<file path="src/rtl/aud_pkg.sv">
// Shared types and constants for the I2S audio recorder.
// Includes the peak-magnitude helper used when AUD_REC_PEAK_EN is defined.
package aud_pkg;

    localparam int SAMPLE_W = 16;
    localparam int ADDR_W   = 20;
    localparam logic [ADDR_W-1:0] ADDR_MAX = 20'hFFFFF;

    typedef enum logic [2:0] {
        IDLE   = 3'd0,
        WAIT_L = 3'd1,
        SKIP   = 3'd2,
        SHIFT  = 3'd3,
        WRITE  = 3'd4,
        WAIT_H = 3'd5,
        PAUSE  = 3'd6
    } state_t;

    // Magnitude of a signed sample; -32768 saturates so the result fits 15 bits.
    function automatic logic [SAMPLE_W-1:0] abs_sat(input logic [SAMPLE_W-1:0] smp);
        logic [SAMPLE_W-1:0] mag;
        if (smp == 16'h8000) begin
            mag = 16'h7FFF;
        end else if (smp[SAMPLE_W-1]) begin
            mag = (~smp) + 16'd1;
        end else begin
            mag = smp;
        end
        return mag;
    endfunction

endpackage

</file>
<file path="src/rtl/aud_recorder_i2s_shift_rx.sv">
// Serial-to-parallel receiver for one 16-bit I2S word, MSB first, on the falling BCLK edge.
module i2s_shift_rx
    import aud_pkg::*;
(
    input  logic                i_clk,
    input  logic                i_rst_n,
    input  logic                shift_en,
    input  logic                clr,
    input  logic                din,
    output logic                done,
    output logic [SAMPLE_W-1:0] sample
);

    logic [SAMPLE_W-2:0] sr_r;
    logic [3:0]          cnt_r;

    // Shift register and bit counter; the 16th bit goes straight to the output word.
    always_ff @(negedge i_clk or negedge i_rst_n) begin
        if (!i_rst_n) begin
            sr_r  <= {(SAMPLE_W-1){1'b0}};
            cnt_r <= 4'd0;
        end else if (clr) begin
            sr_r  <= {(SAMPLE_W-1){1'b0}};
            cnt_r <= 4'd0;
        end else if (shift_en) begin
            sr_r  <= {sr_r[SAMPLE_W-3:0], din};
            cnt_r <= cnt_r + 4'd1;
        end
    end

    assign done   = shift_en && (cnt_r == 4'd15);
    assign sample = {sr_r, din};

endmodule

</file>
<file path="src/rtl/aud_recorder.sv">
// I2S left-channel recorder writing 16-bit samples to SRAM, clocked on falling BCLK.
// Optional peak tracking is enabled with the AUD_REC_PEAK_EN macro.
module aud_recorder
    import aud_pkg::*;
(
    input  logic                i_clk,
    input  logic                i_rst_n,
    input  logic                i_lrc,
    input  logic                i_data,
    input  logic                i_start,
    input  logic                i_pause,
    input  logic                i_stop,
    output logic [ADDR_W-1:0]   o_address,
    output logic [SAMPLE_W-1:0] o_data,
    output logic                o_we,
    output logic [ADDR_W-1:0]   o_length,
    output logic                o_full,
    output logic [SAMPLE_W-1:0] o_peak
);

    state_t              state_r, state_nxt_s;
    logic                lrc_r;
    logic [ADDR_W-1:0]   addr_r, addr_nxt_s;
    logic [ADDR_W-1:0]   len_r, len_nxt_s;
    logic                full_r, full_nxt_s;
    logic [SAMPLE_W-1:0] data_r, data_nxt_s;
    logic                we_r;
    logic                frame_start_s, recording_s;
    logic                rx_done_s;
    logic [SAMPLE_W-1:0] rx_sample_s;

    assign frame_start_s = lrc_r && !i_lrc;
    assign recording_s   = (state_r == WAIT_L) || (state_r == SKIP) || (state_r == SHIFT) ||
                           (state_r == WRITE)  || (state_r == WAIT_H);

    i2s_shift_rx u_rx (
        .i_clk    (i_clk),
        .i_rst_n  (i_rst_n),
        .shift_en (state_r == SHIFT),
        .clr      (state_r != SHIFT),
        .din      (i_data),
        .done     (rx_done_s),
        .sample   (rx_sample_s)
    );

    // Next-state and counter logic; a strobed write is always accounted for on WRITE exit.
    always_comb begin
        state_nxt_s = state_r;
        addr_nxt_s  = addr_r;
        len_nxt_s   = len_r;
        full_nxt_s  = full_r;
        data_nxt_s  = data_r;

        if (state_r == WRITE) begin
            len_nxt_s = (len_r == ADDR_MAX) ? len_r : len_r + 20'd1;
            if (addr_r == ADDR_MAX) begin
                full_nxt_s = 1'b1;
            end else begin
                addr_nxt_s = addr_r + 20'd1;
            end
        end else begin
            len_nxt_s = len_r;
        end

        if ((i_stop && (state_r != IDLE)) || ((state_r == WRITE) && (addr_r == ADDR_MAX))) begin
            state_nxt_s = IDLE;
        end else if (i_pause && recording_s) begin
            state_nxt_s = PAUSE;
        end else if (i_start && ((state_r == IDLE) || (state_r == PAUSE))) begin
            state_nxt_s = WAIT_L;
            if (state_r == IDLE) begin
                addr_nxt_s = {ADDR_W{1'b0}};
                len_nxt_s  = {ADDR_W{1'b0}};
                full_nxt_s = 1'b0;
            end else begin
                addr_nxt_s = addr_r;
            end
        end else begin
            case (state_r)
                WAIT_L:  state_nxt_s = frame_start_s ? SKIP : WAIT_L;
                SKIP:    state_nxt_s = SHIFT;
                SHIFT: begin
                    if (rx_done_s) begin
                        state_nxt_s = WRITE;
                        data_nxt_s  = rx_sample_s;
                    end else begin
                        state_nxt_s = SHIFT;
                    end
                end
                WRITE:   state_nxt_s = WAIT_H;
                WAIT_H:  state_nxt_s = i_lrc ? WAIT_L : WAIT_H;
                default: state_nxt_s = state_r;
            endcase
        end
    end

    // State, LR-clock history and output registers.
    always_ff @(negedge i_clk or negedge i_rst_n) begin
        if (!i_rst_n) begin
            state_r <= IDLE;
            lrc_r   <= 1'b0;
            addr_r  <= {ADDR_W{1'b0}};
            len_r   <= {ADDR_W{1'b0}};
            full_r  <= 1'b0;
            data_r  <= {SAMPLE_W{1'b0}};
            we_r    <= 1'b0;
        end else begin
            state_r <= state_nxt_s;
            lrc_r   <= i_lrc;
            addr_r  <= addr_nxt_s;
            len_r   <= len_nxt_s;
            full_r  <= full_nxt_s;
            data_r  <= data_nxt_s;
            we_r    <= (state_nxt_s == WRITE);
        end
    end

    assign o_address = addr_r;
    assign o_length  = len_r;
    assign o_full    = full_r;
    assign o_data    = data_r;
    assign o_we      = we_r;

`ifdef AUD_REC_PEAK_EN
    logic [SAMPLE_W-1:0] peak_r;
    logic [SAMPLE_W-1:0] mag_s;

    assign mag_s = abs_sat(data_r);

    // Peak magnitude since the last fresh take, folded in as the write completes.
    always_ff @(negedge i_clk or negedge i_rst_n) begin
        if (!i_rst_n) begin
            peak_r <= {SAMPLE_W{1'b0}};
        end else if (i_start && (state_r == IDLE)) begin
            peak_r <= {SAMPLE_W{1'b0}};
        end else if ((state_r == WRITE) && (mag_s > peak_r)) begin
            peak_r <= mag_s;
        end
    end

    assign o_peak = peak_r;
`else
    assign o_peak = {SAMPLE_W{1'b0}};
`endif

endmodule

</file>
<file path="config.mk">
export PLATFORM = sky130hd
export DESIGN_NAME = aud_recorder
export DESIGN_NICKNAME = d
export VERILOG_FILES = /design/src/rtl/aud_pkg.sv /design/src/rtl/aud_recorder_i2s_shift_rx.sv /design/src/rtl/aud_recorder.sv
export SDC_FILE = /design/constraint.sdc
export NUM_CORES = 1
export LEC_CHECK = 0
export ABC_AREA = 1
export CAP_MARGIN = 0
export CORE_MARGIN = 4
export CORE_UTILIZATION = 50
export DETAILED_ROUTE_END_ITERATION = 10
export DONT_BUFFER_PORTS = 1
export GPL_TIMING_DRIVEN = 0
export PLACE_DENSITY_LB_ADDON = 0.25
export SKIP_CTS_REPAIR_TIMING = 1
export SLEW_MARGIN = 20
export SYNTH_ARGS = -nofsm -noshare
export SYNTH_HDL_FRONTEND = slang
export SYNTH_SLANG_ARGS = --single-unit
</file>
<file path="constraint.sdc">
create_clock -name i_clk -period 1.6 [get_ports i_clk]
set_input_delay 0.16 -clock i_clk [delete_from_list [all_inputs] [get_ports i_clk]]
set_output_delay 0.16 -clock i_clk [all_outputs]
set_load 0.005 [all_outputs]
</file>
==> flow_metrics.env <==
export IMPL_status="finished, violations left"
export IMPL_failed_checks="setup timing"
export IMPL_fin_nets=738
export IMPL_drtAntennaViolNets=0
export IMPL_p_clk_frac=0.247
export IMPL_synth_cell_type_count=30
export IMPL_p_sw_uw=2913
export IMPL_synth_cell_area_um2=4668
export IMPL_grt_ovfl_total=0
export IMPL_core_region_area_um2=8891
export IMPL_rsz0062_at_grt="true"
export IMPL_io_pins=81
export IMPL_r2r_start="o_address[13]"
export IMPL_slowest_delay_ns=0.60
export IMPL_power_frac_seq=0.382
export IMPL_worstPathArrival_ns=2.98
export IMPL_drt_pass1_iterations=5
export IMPL_antenna_found_initial=0
export IMPL_fp_dieH_um=104.6
export IMPL_fin_skew_ns=0.006341
export IMPL_maxCapViolations=0
export IMPL_fin_area_um2=5937
export IMPL_antenna_cells=0
export IMPL_finalSetupTns_ns=-25.29
export IMPL_reg2reg_slack_ns=-0.39
export IMPL_cts_max_level=3
export IMPL_cellPowerDensity_nw_per_um2=1218
export IMPL_fmax_ghz=0.5037
export IMPL_worstSetupEndpointType="flop"
export IMPL_final_hold_viol_count=0
export IMPL_crit_fanout=8
export IMPL_ys_warnings_count=0
export IMPL_hold_worst_slack_ns=0.1989
export IMPL_grt_max_degree=82
export IMPL_cts_num_sinks=81
export IMPL_routedWlPerCell_um=15.48
export IMPL_worstSkewPairLatency_ns=0.34
export IMPL_cpMaxStageDelayCell="dfrtn_1"
export IMPL_r2r_end="o_data[6]"
export IMPL_hp_class="in -> async"
export IMPL_grt_pass1_wl_um=19410
export IMPL_report_final_slew_viol_count=0
export IMPL_synth_seq_cells=81
export IMPL_cts_buffers=9
export IMPL_ir_drop_uv=690.6
export IMPL_syn_area_per_cell_um2=7.062
export IMPL_cts_tree="done"
export IMPL_dpl_cell_area_um2=4954
export IMPL_crit_required_ns=2.59
export IMPL_wirelength_um=13000
export IMPL_cts_buffer_depth=2
export IMPL_die_area_um2=10950
export IMPL_crit_family="simple AND/OR/NAND/NOR gates"
export IMPL_vias_per_cell=5.389
export IMPL_drc=0
export IMPL_grt_pass1_vias=3980
export IMPL_setup_violations=117
export IMPL_start_util=0.5250
export IMPL_clock_root_buffer="clkbuf_8"
export IMPL_drive_above_1_share=0.2609
export IMPL_setup_slack_ns=-0.3853
export IMPL_crit_type="reg -> reg"
export IMPL_share_comb_of_total_power=0.371
export IMPL_path_cells="nand2_1, nor2_2, nand2_1, nor2_4, nand3_2, nand3_2, buf_6, nor2_4, buf_6, nand2_1, nand2_1"
export IMPL_total_leakage_power_uw=0.002972
export IMPL_clk_pin_slew_ns=0.06
export IMPL_grt_use_total=0.2160
export IMPL_period_share=1.241
export IMPL_num_rows=34
export IMPL_vias=4527
export IMPL_place_hpwl_um=8330
export IMPL_path_common_cell="nand2_1"
export IMPL_gp_congestion=0.9132
export IMPL_postSynthCellCount=661
export IMPL_fin_crit_ns=1.985
export IMPL_swShare=0.4027
export IMPL_yosysSeqAreaShare=0.4342
export IMPL_cp_num_buf_inv=2
export IMPL_drtIter0Drc=300
export IMPL_io_buffer_count=0
export IMPL_rr_worst_depth=11
export IMPL_intPower_uw=4321
export IMPL_area_growth_pct=27.18
export IMPL_startpoint="o_address[13]"
export IMPL_start_kind="flop"
export IMPL_die_w_um=104.6
[metrics by stage]
| step | util | worst slack [ns] | power (uW) | instances |
|---|---|---|---|---|
| after floorplan | - | -0.1771 | 4024 | 676 |
| after global placement | 0.5571 | -0.5170 | 4466 | 784 |
| after detailed placement | 0.5571 | -0.5590 | 4549 | 784 |
| after CTS | 0.5833 | -0.4940 | 6328 | 800 |
| after global routing | 0.6677 | -0.4982 | 7627 | 840 |
| final | 0.6677 | -0.3853 | 7234 | 840 |
[worst reg2reg max path, stage by stage (launching register included)]
cell and delay [ns]:
dfrtn_1 0.60, nand2_1 0.14, nor2_2 0.19, nand2_1 0.16, nor2_4 0.11, nand3_2 0.09
nand3_2 0.12, buf_6 0.11, nor2_4 0.06, buf_6 0.15, nand2_1 0.05, nand2_1 0.05
[kinds of logic (layout without fill, tap and decap cells)]
group / after synthesis / in the layout / share of synthesized area
simple gates: 388 / 389 / 0.3516
buf+inv: 107 / 162 / 0.1043
flops: 81 / 81 / 0.4342
compound gates: 72 / 72 / 0.08336
xor+xnor: 8 / 8 / 0.01501
fa+ha+maj: 4 / 4 / 0.01072
other cells: 1 / 16 / 0.0008033
[synth_stat cells (all sizes together)]
cell type	instances	area [um^2]
nand2	223	854.6
xnor2	6	52.55
a21oi	14	70.07
inv	78	292.8
buf	24	175.2
conb	1	3.750
clkbuf	5	18.77
nand3b	3	22.52
nand4	10	62.56
nor4	1	6.260
nor2	88	357.8
o21bai	1	7.510
a22oi	7	52.55
nand3	47	250.2
o31ai	1	7.510
xor2	2	17.52
or2	2	12.51
a21boi	1	11.26
ha	4	50.05
dfrtn	81	2027
nor3	14	75.07
o21ai	48	240.2
[sequential cells by signal (all words and copies together), names as in the netlist, 3 cells and up]
signal and count:
o_address 20, o_data 16, state_r 3, u_rx.sr_r 15, u_rx.cnt_r 4, o_length 20
[power groups by stage]
stage          sequential, uW  combinational (uW)  clock, uW
2_1_floorplan            2630                1390          0
3_3_place_gp             2740                1730          0
3_5_place_dp             2750                1800          0
4_1_cts                  2710                1800       1820
5_1_grt                  2820                2920       1900
6_report                 2760                2690       1790
[routing by layer]
layer  vias up  part of all wire  track usage
li1       2195                 -            -
met1      2113              0.41       0.2846
met3        25             0.093      0.06042
met5         -                 0            0
met2       194              0.48       0.3547
met4         0             0.016      0.05342
[cell usage in the layout, fill, tap and decap left out, drive strengths merged]
cell type,count
nand4,10
nand3b,3
nor4,1
o21ai,48
nand2,224
bufinv,2
ha,4
xnor2,6
nor3,14
nor2,88
inv,82
o31ai,1
a21boi,1
conb,16
a22oi,7
buf,63
o21bai,1
nand3,47
xor2,2
dfrtn,81
or2,2
clkinv,1
a21oi,14
clkbuf,14
[how the worst max path moves through the flow]
stage / endpoint / slack, ns / cells after the start
floorplan: o_address[15] / -0.18 / 9
global placement: o_address[19] / -0.52 / 9
detailed placement: o_address[7] / -0.56 / 9
CTS: o_address[12] / -0.49 / 12
global route: o_data[15] / -0.50 / 11
finish: o_data[6] / -0.39 / 11
[area by class of cell]
cell class	instances	area (um^2)
plain buffers	28	225.2
clock buffers	9	123.9
clock inverters	7	108.9
fillers	717	2954
inverters	78	317.8
multi-input cells	489	2676
flip-flops and latches	81	2027
well taps	108	135.1
repair buffers	40	322.8
(Power assumes the default switching activity.)
==> variant 1 (same settings) <==
Build with the macro `AUD_REC_PEAK_EN` defined.
--- a/src/rtl/aud_recorder.sv
+++ b/src/rtl/aud_recorder.sv
@@ -2,2 +2,4 @@
 // Optional peak tracking is enabled with the AUD_REC_PEAK_EN macro.
+`define AUD_REC_PEAK_EN
+
 module aud_recorder
Behaviour: same outputs for any inputs over 10 cycles, from zero or initial values and one cycle with i_rst_n low; that may be too few to reach the edited logic, so the function may still have changed.
==> variant 1 against the original RTL <==
The flow still finishes with violations (negative setup slack); setup slack lost 0.74 ns; power is 33% higher; final area is 35% higher; count of clock-buffer cells in the layout did not move; wire length up 33%; area after synthesis increased by 29%; die area increased by 26%; sequential cell count rose by 16.
==> variant 1: results (changes against the original RTL) <==
worst_setup_path:
  slowest_delay_ns: 0.48  # -0.12 ns
  crit_path_max_fanout: 10  # +2
  worstPathArrival_ns: 3.73  # +0.75 ns
synth:
  synth_xor_area_frac: 0.0379  # +0.0229
  synthAdderAreaFrac: 0.0437  # +0.0330
  synth_area_leaders: "dfrtn_1 (40%), nand2_1 (13%), nand3_1 (7.2%)"
  synth_compound_gate_area_share: 0.0755  # -0.00783
  yosysSeqAreaShare: 0.404  # -0.0305
  synthCells: 800  # +21%
global_routing:
  gr-usage-met1: 0.276  # -0.00898
  grtUsageMet2: 0.354  # -0.000770
  grt_util_all_layers: 0.215  # -0.000673
  grt_pass1_wl_um: 24600  # +27%
  grt_start_max_net_pins: 98  # +20%
  grt_pass1_vias: 5020  # +26%
routing:
  avgViaCountPerCell: 5.64  # +4.7%
  routed_wl_um: 17300  # +33%
  route.met3.wl_um: 1110  # -8.7%
  met1_length_um: 7240  # +37%
  drt_iter0_drc: 405  # +35%
  route.met2.wl_um: 8540  # +35%
  vias: 5739  # +27%
cts:
  clockRootBuffer: "clkbuf_16"
  clock_sinks: 97  # +20%
  clock_latency_ns: 0.36  # +0.02 ns
placed_design:
  placedCellCount: 943  # +20%
  dpl_cell_area_um2: 6390  # +29%
  place_congestion: 0.933  # +2.1%
sta:
  fin_ws_ns: -1.13  # -0.741 ns
  finalSetupTns_ns: -45.14  # -19.85 ns
  clock-skew-final_ns: 0.00601  # -0.000327 ns
  setup_violations: 148  # +26%
layout:
  fillCellCount: 842  # +17%
  bufAreaShareNonClock: 0.0885  # -0.00386
  nMultiInputCombCells: 587  # +20%
  seq-cell-share: 0.303  # -0.0382
  nets: 897  # +22%
  drive_gt1_frac: 0.348  # +0.0869
  regArea_um2: 2430  # +20%
  signal_buffers: 77  # +13%
  clockNetworkAreaShare: 0.0388  # -0.000443
outcome:
  status: "complete, but fails checks"
  violations: "negative setup slack"
pwr:
  ir_drop_mv: 1.19  # +72%
## variant 1: final timing paths
check / startpoint / to / slack [ns] / cells past startpoint
setup reg to reg: o_data[0]$_DFFE_NN0P_ / o_peak[14]$_DFFE_NN0P_ / -1.13 / 18
hold reg to reg: u_rx.cnt_r[0]$_DFF_NN0_ / u_rx.cnt_r[0]$_DFF_NN0_ / 0.39 / 1
min in group i_clk: u_rx.cnt_r[0]$_DFF_NN0_ / u_rx.cnt_r[0]$_DFF_NN0_ / 0.39 / 1
max in group asynchronous: i_rst_n / o_address[17]$_DFFE_NN0P_ / 1.25 / 0
setup / recovery: o_data[0]$_DFFE_NN0P_ / o_peak[14]$_DFFE_NN0P_ / -1.13 / 18
hold / removal: i_rst_n / o_length[9]$_DFF_NN0_ / 0.18 / 0
## variant 1: power breakdown
group / total [W] / internal, W / switching [W]
registers: 0.00359 / 0.00284 / 0.000744
clock network: 0.00230 / 0.00125 / 0.00105
logic: 0.00373 / 0.00150 / 0.00223
total: 0.00961 / 0.00559 / 0.00402
==> variant 2 (same settings) <==
Made on the original files. The 7 states of `state_t` get a one-hot encoding in 7 bits.
--- a/src/rtl/aud_pkg.sv
+++ b/src/rtl/aud_pkg.sv
@@ -8,10 +8,10 @@
 
-    typedef enum logic [2:0] {
-        IDLE   = 3'd0,
-        WAIT_L = 3'd1,
-        SKIP   = 3'd2,
-        SHIFT  = 3'd3,
-        WRITE  = 3'd4,
-        WAIT_H = 3'd5,
-        PAUSE  = 3'd6
+    typedef enum logic [6:0] {
+        IDLE   = 7'b0000001,
+        WAIT_L = 7'b0000010,
+        SKIP   = 7'b0000100,
+        SHIFT  = 7'b0001000,
+        WRITE  = 7'b0010000,
+        WAIT_H = 7'b0100000,
+        PAUSE  = 7'b1000000
     } state_t;
Formal check against the unedited RTL: no difference found for any inputs over 10 cycles, from zero or initial values and one cycle with i_rst_n low; not proved beyond that.
==> variant 2 against the original RTL <==
The flow still finishes with violations (negative setup slack); largest cell class unchanged; sequential cell count increased by 4; combinational power rose by 3%; final area rose by 8.2%; critical path type unchanged; power rose by 0.66%; non-clock buffer count is 8 higher; wire length increased by 9.7%; critical path depth stayed put; global-route usage is 0.32 points higher; setup slack worse by 0.12 ns; area after synthesis grew 12%.
==> variant 2: results (changes against the original RTL) <==
synth:
  synth_area_leaders: "dfrtn_1 (40%), nand2_1 (15%), nand3_1 (6.4%)"
  synthArstFlopShare: 1.00  # unchanged
  synth.avg_cell_area_um2: 7.35  # +4.1%
  synth_xor_area_frac: 0.0200  # +0.00501
  synthAdderAreaFrac: 0.00715  # -0.00357
  netlist-cell-type-count: 42  # +40%
  synth_compound_gate_area_share: 0.0603  # -0.0231
layout:
  fillCellCount: 917  # +28%
  drive_gt1_frac: 0.268  # +0.00736
  final_cell_count_no_fill: 915  # +8.9%
  nets: 784  # +6.2%
pwr:
  ir_drop_mv: 0.594  # -14%
  combPwrFrac: 0.382  # +0.011
  finalPower_w: 0.00728  # +0.66%
  seqPwrFrac: 0.390  # +0.008
  p_leak_nw: 3.17  # +6.7%
  switching_share: 0.399  # -0.00332
routing:
  avgViaCountPerCell: 5.33  # -1.0%
  drt_iter0_drc: 471  # +57%
  drt-wirelength-per-cell_um: 15.6  # +0.74%
outcome:
  violations: "negative setup slack"
  status: "complete, but fails checks"
cts:
  clock_latency_ns: 0.40  # +0.06 ns
worst_setup_path:
  critPathLaunch: "o_address[1]$_DFFE_NN0P_"
  crit_path_max_fanout: 7  # -1
  slowest_delay_ns: 0.62  # +0.02 ns
  endpoint: "o_we$_DFF_NN0_"
  worstPathArrival_ns: 3.11  # +0.13 ns
  rrSetupSlack_ns: -0.51  # -0.12 ns
sta:
  finalSetupTns_ns: -38.51  # -13.22 ns
  fin_ws_ns: -0.507  # -0.122 ns
  setup_violations: 123  # +5.1%
  holdWs_ns: 0.193  # -0.00639 ns
global_routing:
  grt_pass1_wl_um: 22300  # +15%
  grt_util_all_layers: 0.219  # +0.00322
  grt_pass1_vias: 4398  # +11%
  grt_start_max_net_pins: 86  # +4.9%
placed_design:
  dpl_cell_area_um2: 5540  # +12%
  dpl.hpwl_um: 9390  # +13%
  pre_cts_ws_ns: -0.568  # -0.00857 ns
  placedCellCount: 865  # +10%
  place_congestion: 0.928  # +1.6%
==> variant 2: final cells by class <==
type / instances / area, um2 / share of cell area
Multi-Input combinational cell: 527 / 2940 / 0.458
Sequential cell: 85 / 2130 / 0.331
Timing Repair Buffer: 35 / 362 / 0.0563
Buffer: 41 / 328 / 0.0511
Inverter: 74 / 285 / 0.0444
Tap cell: 136 / 170 / 0.0265
Clock buffer: 10 / 138 / 0.0214
Clock inverter: 7 / 72.6 / 0.0113
==> variant 2: worst min-delay path by stage <==
stage                          endpoint  cells after the start                    start
2_1_floorplan   u_rx.cnt_r[0]$_DFF_NN0_                      1  u_rx.cnt_r[0]$_DFF_NN0_
3_3_place_gp    u_rx.cnt_r[0]$_DFF_NN0_                      1  u_rx.cnt_r[0]$_DFF_NN0_
4_1_cts        o_address[2]$_DFFE_NN0P_                      0                  i_rst_n
3_5_place_dp    u_rx.cnt_r[0]$_DFF_NN0_                      1  u_rx.cnt_r[0]$_DFF_NN0_
5_1_grt           o_data[1]$_DFFE_NN0P_                      0                  i_rst_n
6_report         o_length[11]$_DFF_NN0_                      0                  i_rst_n
==> variant 2: cell families after synthesis <==
logic type,count (synthesis)
DFF,85
buffers and inverters,117
adders and majority gates,3
and+or+nand+nor,443
other,1
xor gates and xnor gates,12
AOI/OAI and AO/OA,53
==> variant 2: critical path, delay by kind of cell, from the launching register on <==
family / cells / cell delay, ns
adder cells (fa/ha/maj): 1 / 0.22
buffers and inverters: 2 / 0.18
flip-flops: 1 / 0.62
AND/OR/NAND/NOR: 8 / 0.95
==> variant 2: routing by layer <==
layer	wire [um]	track usage	up-vias
li1	-	-	2370
met1	6120	0.290	2321
met2	6860	0.355	160
met3	1010	0.0537	30
met4	284	0.0673	0
met5	0	0	-
